File: config.mk
export PLATFORM = sky130hd
export DESIGN_NAME = frame_pixel_writer
export DESIGN_NICKNAME = d
export VERILOG_FILES = /design/src/rtl/frame_pixel_writer.sv
export SDC_FILE = /design/constraint.sdc
export NUM_CORES = 1
export LEC_CHECK = 0
export CORE_UTILIZATION = 45
export DETAILED_ROUTE_END_ITERATION = 10
export GPL_TIMING_DRIVEN = 0
export PLACE_DENSITY = 0.9
export SLEW_MARGIN = 20
export SYNTH_ARGS = -nofsm -noshare
export SYNTH_HDL_FRONTEND = slang
export SYNTH_SLANG_ARGS = --single-unit
File: constraint.sdc
create_clock -name clk -period 2.3 [get_ports clk]
set_input_delay 0.345 -clock clk [delete_from_list [all_inputs] [get_ports clk]]
set_output_delay 0.345 -clock clk [all_outputs]
set_load 0.05 [all_outputs]
File: src/rtl/frame_pixel_writer.sv
// frame_pixel_writer
//   Write-side stage of the dual-clock pixel FIFO (clk_sys domain). Accepts the
//   composed pixel stream (valid/ready) and writes exactly H_RES*V_RES pixels per
//   frame into the FIFO, holding the write while wrfull is asserted. Pulses
//   new_frame for one cycle at each frame start.
//
//   Optional build macro: TEST_PATTERN_EN
//     Adds the pattern_sel input. A frame started with pattern_sel=1 is fed by an
//     internal always-valid generator of 8 vertical colour bars (H_RES/8 wide,
//     H_RES must be a multiple of 8); src_ready stays 0 for that frame.
//
// Ports
//   clk, rst      system clock, synchronous active-high reset
//   enable        lets a new frame start (looked at only in IDLE)
//   src_data/src_valid/src_ready   pixel stream from the composer
//   pattern_sel   (TEST_PATTERN_EN only) select the internal bar generator
//   fifo_data/fifo_wrreq/fifo_wrfull  FIFO write port, wrreq registered
//   pix_x, pix_y  coordinates of the next pixel to accept
//   new_frame     one-cycle pulse at frame start
//   frame_count   number of completed frames, wraps
module frame_pixel_writer #(
    parameter int H_RES = 640,
    parameter int V_RES = 480,
    parameter int PIX_W = 24
) (
    input  logic             clk,
    input  logic             rst,
    input  logic             enable,
    input  logic [PIX_W-1:0] src_data,
    input  logic             src_valid,
`ifdef TEST_PATTERN_EN
    input  logic             pattern_sel,
`endif
    output logic             src_ready,
    output logic [PIX_W-1:0] fifo_data,
    output logic             fifo_wrreq,
    input  logic             fifo_wrfull,
    output logic [9:0]       pix_x,
    output logic [9:0]       pix_y,
    output logic             new_frame,
    output logic [15:0]      frame_count
);

    typedef enum logic [1:0] {IDLE, START, STREAM, DRAIN} state_t;

    state_t           state, state_next;
    logic             out_valid;
    logic             write_done;
    logic             reg_free;
    logic             accept;
    logic             last_pix;
    logic             use_pattern;
    logic [PIX_W-1:0] load_data;

    // The output register can take a new pixel when it is empty or its
    // current contents leave for the FIFO on this same edge.
    assign write_done = out_valid && !fifo_wrfull;
    assign reg_free   = !out_valid || write_done;
    assign last_pix   = (pix_x == 10'(H_RES - 1)) && (pix_y == 10'(V_RES - 1));
    assign fifo_wrreq = out_valid;

`ifdef TEST_PATTERN_EN
    localparam int BAR_W = H_RES / 8;

    logic       pattern_q;
    logic [2:0] bar_idx;

    always_ff @(posedge clk) begin
        if (rst)
            pattern_q <= 1'b0;
        else if (state == START)
            pattern_q <= pattern_sel;
    end

    assign use_pattern = pattern_q;
    assign bar_idx     = 3'(pix_x / 10'(BAR_W));

    always_comb begin
        load_data = '0;
        if (pattern_q) begin
            case (bar_idx)
                3'd0: load_data = PIX_W'(24'hFFFFFF);
                3'd1: load_data = PIX_W'(24'hFFFF00);
                3'd2: load_data = PIX_W'(24'h00FFFF);
                3'd3: load_data = PIX_W'(24'h00FF00);
                3'd4: load_data = PIX_W'(24'hFF00FF);
                3'd5: load_data = PIX_W'(24'hFF0000);
                3'd6: load_data = PIX_W'(24'h0000FF);
                default: load_data = PIX_W'(24'h000000);
            endcase
        end else begin
            load_data = src_data;
        end
    end
`else
    assign use_pattern = 1'b0;
    assign load_data   = src_data;
`endif

    // State register
    always_ff @(posedge clk) begin
        if (rst)
            state <= IDLE;
        else
            state <= state_next;
    end

    // Next-state logic
    always_comb begin
        state_next = state;
        case (state)
            IDLE:    if (enable) state_next = START;
            START:   state_next = STREAM;
            STREAM:  if (accept && last_pix) state_next = DRAIN;
            DRAIN:   if (reg_free) state_next = IDLE;
            default: state_next = IDLE;
        endcase
    end

    // Outputs / handshake
    always_comb begin
        new_frame = (state == START);
        src_ready = (state == STREAM) && reg_free && !use_pattern;
        accept    = (state == STREAM) && reg_free && (use_pattern || src_valid);
    end

    // Output register: loading wins over a draining write on the same edge.
    always_ff @(posedge clk) begin
        if (rst) begin
            out_valid <= 1'b0;
            fifo_data <= '0;
        end else if (accept) begin
            out_valid <= 1'b1;
            fifo_data <= load_data;
        end else if (write_done) begin
            out_valid <= 1'b0;
        end
    end

    // Pixel position of the next accept; wraps to (0,0) after the last pixel.
    always_ff @(posedge clk) begin
        if (rst || state == START) begin
            pix_x <= '0;
            pix_y <= '0;
        end else if (accept) begin
            if (pix_x == 10'(H_RES - 1)) begin
                pix_x <= '0;
                pix_y <= (pix_y == 10'(V_RES - 1)) ? '0 : pix_y + 10'd1;
            end else begin
                pix_x <= pix_x + 10'd1;
            end
        end
    end

    always_ff @(posedge clk) begin
        if (rst)
            frame_count <= '0;
        else if (state == DRAIN && reg_free)
            frame_count <= frame_count + 16'd1;
    end

endmodule

---- Yosys cells after proc, flatten, opt, wreduce, memory -nomap -nowiden ----
Cells that the tools add are included.
storage, ports and cells
  logic and storage cells ................. 39
  flip-flop bits (word level) ............. 63
  input bits .............................. 29
operators by class
  equality and inequality tests ........... 8
  reduce and logical (&&, ||, !) cells .... 14
  add/subtract/negate cells ............... 3
  muxes and demuxes ....................... 8
operators by type and width
  operator                 number
  $add A10 B1 Y10 const B  2
  $mux W10                 2
  $add A16 B1 Y16 const B  1
  $eq A10 B10 Y1 const B   1
  $eq A10 B9 Y1 const B    1
  $pmux W2 S4              1
  $logic_and A1 B1 Y1      6
  $mux W2                  3
  $ne A2 B2 Y1 const B     3
  $eq A2 B2 Y1 const B     2
  $reduce_and A3 Y1        1
  $eq A2 B1 Y1 const B     1
  $logic_not A1 Y1         2
  $logic_not A2 Y1         1
  $logic_or A1 B1 Y1       2
  $mux W1                  2
  $reduce_and A2 Y1        1
  $reduce_bool A2 Y1       1

---- Longest topological paths before layout ----
  depth in word-level cells ............... 8
  depth in mapped cells ................... 8

---- Worst setup path before layout ----
OpenSTA, ideal clock, no wires.
  path kind ............................... register to register
  start ................................... reg pix_y[0]
  end ..................................... reg state[1]
  setup slack ............................. 185 ps
  period minus slack after synthesis ...... 2,115 ps
  arrival time ............................ 2,044 ps
  data required time ...................... 2,230 ps
  stages on the path, launching flop included .. 7
  cell sequence ........................... dfxtp_1 -> ha_1 -> nand3_1 -> nor4_2 -> a31oi_1 -> or3b_1 -> a21oi_1
between the ends
  word-level cells in the longest chain between the ends .. 5
RTL lines
  element                             line  source
  start, declared                     39    output logic [9:0] pix_y,
  start signal, assigned              148   pix_y <= (pix_y == 10'(V_RES - 1)) ? '0 : pix_y + 10'd1;
  $eq A10 B9 Y1                       59    assign last_pix = (pix_x == 10'(H_RES - 1)) && (pix_y == 10'(V_RES - 1));
  $logic_and A1 B1 Y1                 59
  $logic_and A1 B1 Y1                 114   STREAM: if (accept && last_pix) state_next = DRAIN;
  $ne A2 B2 Y1 (no source line)       --
  $reduce_and A3 Y1 (no source line)  --
  end signal, assigned                105   state <= state_next;
  end, declared                       46    state_t state, state_next;
Every way passes these cells.
A chain may end at the register's enable or synchronous reset.

---- Worst setup path after layout ----
  start ................................... in fifo_wrfull
  end ..................................... out src_ready
between the ends
  word-level cells in the longest chain between the ends .. 4
RTL lines
  element              line  source
  start, declared      37    input logic fifo_wrfull,
  $logic_not A1 Y1     57    assign write_done = out_valid && !fifo_wrfull;
  $logic_and A1 B1 Y1  57
  $logic_or A1 B1 Y1   58    assign reg_free = !out_valid || write_done;
  $logic_and A1 B1 Y1  123   src_ready = (state == STREAM) && reg_free && !use_pattern;
  end, declared        34    output logic src_ready,
Every way passes these cells.

==> impl_metrics.py <==
metrics = {
    "power_and_ir_drop": {
        "seqPwrFrac_pct": 42.4,
        "clkPwrFrac_pct": 29.6,
        "ir_drop_mv": 0.545,
        "switchingPower_uw": 984,
        "p_leak_nw": 1.33,
        "power_density_mw_per_mm2": 745,
        "p_comb_share_pct": 28.0,
        "netSwitchingFraction_pct": 34.3,
        "p_int_mw": 1.88,
    },
    "worst_setup_path": {
        "critical_path_class": "in -> out",
        "critical_path_required_ns": 1.96,
        "crit_chain": "clkdlybuf4s50_1 -> and2_4 -> buf_6 -> nor2_1 -> dlygate4sd2_1",
        "worst-path-buf-inv": 3,
        "worstSetupStartpoint": "fifo_wrfull",
        "start_kind": "input pin",
        "end_kind": "output port",
        "worst-path-max-fanout": 6,
        "cp.arrival_ns": 1.74,
        "reg2reg_from": "pix_y[0]",
        "critPathMaxStageDelay_ns": 0.54,
        "crit_path_top_delay_cell": "dlygate4sd2_1",
        "cp_top_family": "buffers and inverters",
    },
    "logic_synthesis": {
        "synthMuxAreaShare_pct": 0.375,
        "syn-num-nets": 354,
        "yosysSeqAreaShare_pct": 47.2,
        "synth_area_mm2": 0.00267,
        "yosys.area_share.adder_pct": 3.75,
        "syn-instance-count": 317,
        "yosys_warnings": 0,
        "synth_compound_area_share_pct": 7.92,
        "synth-seq-cells": 63,
        "yosys.area_share.simple_pct": 27.9,
        "synth_ff_type": "dfxtp_1",
        "postSynthAreaPerCell_um2": 8.43,
        "synth_edf_count": 0,
        "async_flop_share_pct": 0,
        "synthDistinctLibCells": 35,
        "synth_top_family_by_area": "simple AND/OR/NAND/NOR gates",
        "synth-xor-area-share_pct": 9.84,
    },
    "timing": {
        "slew_viol_final": 0,
        "fin_ws_ns": 0.213,
        "clock_skew_ns": 0.00537,
        "rsz0062_at_grt": "no",
        "hold_violations": 0,
        "slew_headroom_pct": 64.4,
        "min_period_ns": 2.09,
        "worst-slew-pin-transition_ns": 0.532,
        "setup_tns_ns": 0,
        "setup_viol": 0,
        "timing.fmax_mhz": 479,
        "hold_slack_ns": 0.454,
        "post-route-period-util_pct": 90.8,
    },
    "clocking": {
        "clk_latency_ns": 0.34,
        "cts.sinks": 63,
        "clockBufferDepth": 2,
        "htree_levels": 3,
        "cts_buffers": 9,
        "cts_tree": "done",
        "cts_hold_buf": 0,
        "postCtsSetupRepairBufs": 0,
        "clock-root-buffer": "clkbuf_8",
        "cts_resized": 1,
        "clk_pin_slew_ns": 0.07,
    },
    "cells_and_area": {
        "nets": 456,
        "final_common_cell": "clkdlybuf4s50_1",
        "final_cell_mix": "clkdlybuf4s50_1, nand2_1, dfxtp_1, nor2_1, a21oi_1",
        "fillCellCount": 485,
        "fin_cells": 496,
        "area_growth_pct": 44.2,
        "final_util_pct": 68.7,
        "diodes": 0,
        "drive_gt1_share_pct": 6.37,
    },
    "routing": {
        "ant_nets": 0,
        "firstDrtPassIters": 4,
        "routed_wirelength_um": 6400,
        "drtIter0Drc": 98,
        "vias": 2513,
        "drcViolationCount": 0,
        "wl_per_cell_um": 12.9,
        "via_per_inst": 5.07,
    },
    "placed_design": {
        "hpwl_um": 4760,
        "dpl.cell_count": 480,
        "portBuffers": 91,
        "place_ws_ns": -0.122,
        "gp_congestion": 0.764,
    },
    "floorplanning": {
        "ios": 92,
        "start_util_pct": 47.6,
        "dieArea_mm2": 0.00625,
        "rows": 27,
        "core_mm2": 0.00561,
        "die_height_um": 79.0,
        "die_x_um": 79.0,
    },
    "run_status": {
        "outcome": "completed",
    },
    "global_route": {
        "grt_antenna_before_repair": 0,
        "overflow": 0,
        "grt_max_degree": 11,
        "grt_use_total_pct": 22.1,
        "grt_pass1_wl_um": 10800,
        "grt_pass1_vias": 2411,
    },
    "job": {
        "maxCapViolCount": 0,
    },
    "worst_hold_path": {
        "hp-class": "reg -> reg",
        "min_from": "fifo_data[20]",
    },
}
[final cells by class]
| type | count | area [µm²] | area share, % |
|---|---|---|---|
| multi-input cells | 235 | 1330 | 34.6 |
| flip-flops and latches | 63 | 1260 | 32.7 |
| repair buffers | 91 | 912 | 23.7 |
| clock buffers | 12 | 155 | 4.03 |
| well taps | 72 | 90.1 | 2.34 |
| plain buffers | 12 | 55.1 | 1.43 |
| inverters | 7 | 26.3 | 0.682 |
| clock inverters | 4 | 20.0 | 0.520 |
[flip-flops by register name, indices dropped and copies added, names as in the netlist]
register	count
fifo_data	24
fifo_wrreq	1
frame_count	16
pix_x	10
pix_y	10
state	2
[power by group through the flow]
stage	registers [mW]	logic [mW]	clock network, mW
global route	1.22	0.867	0.930
detailed placement	1.24	0.809	0
global placement	1.23	0.793	0
finish	1.22	0.802	0.850
floorplan	1.42	0.350	0
CTS	1.22	0.808	0.872
[stage by stage]
stage	total power [mW]	area, µm²
after floorplan	1.77	2670
after detailed placement	2.05	3670
final	2.87	3850
after global routing	3.02	3850
after CTS	2.90	3850
after global placement	2.03	3670
[per-layer routing]
metal | GRT usage (%) | part of all wire (%)
met5 | 0 | 0
met4 | 10.9 | 1.9
met3 | 7.47 | 7.7
met2 | 36.4 | 47
met1 | 25.4 | 44
[Yosys cell counts, types with 2 or more instances]
cell type	count	area share, %
nand2_1	68	9.6
nand4_1	5	1.2
and3_1	3	0.70
buf_2	2	0.37
clkbuf_1	8	1.1
nor3_1	12	2.2
dfxtp_1	63	47
o21ai_0	4	0.75
or3_1	4	0.94
and4_1	4	1.3
nor4_2	3	1.4
inv_1	7	0.98
xnor2_1	16	5.2
ha_1	8	3.7
nand3_1	14	2.6
xor2_1	14	4.6
nor2_1	35	4.9
a21oi_1	30	5.6
[logic make-up after synthesis]
group	count (synthesis)
AOI/OAI and AO/OA	39
xor gates and xnor gates	30
adders and majority gates	8
buffers and inverters	19
DFF	63
muxes	1
and+or+nand+nor	157
[tightest hold or removal path, cell delays in order (launching register included)]
cell and delay, ns:
dfxtp_1 0.31, nand2_1 0.05, a21oi_1 0.05
[worst paths after layout]
path,end,slack (ns),depth (start not counted)
max,src_ready,0.21,5
min,fifo_data[20],0.45,2
max reg2reg,state[1],0.25,6
min reg2reg,fifo_data[20],0.45,2
Power figures use the tool's default switching activity.
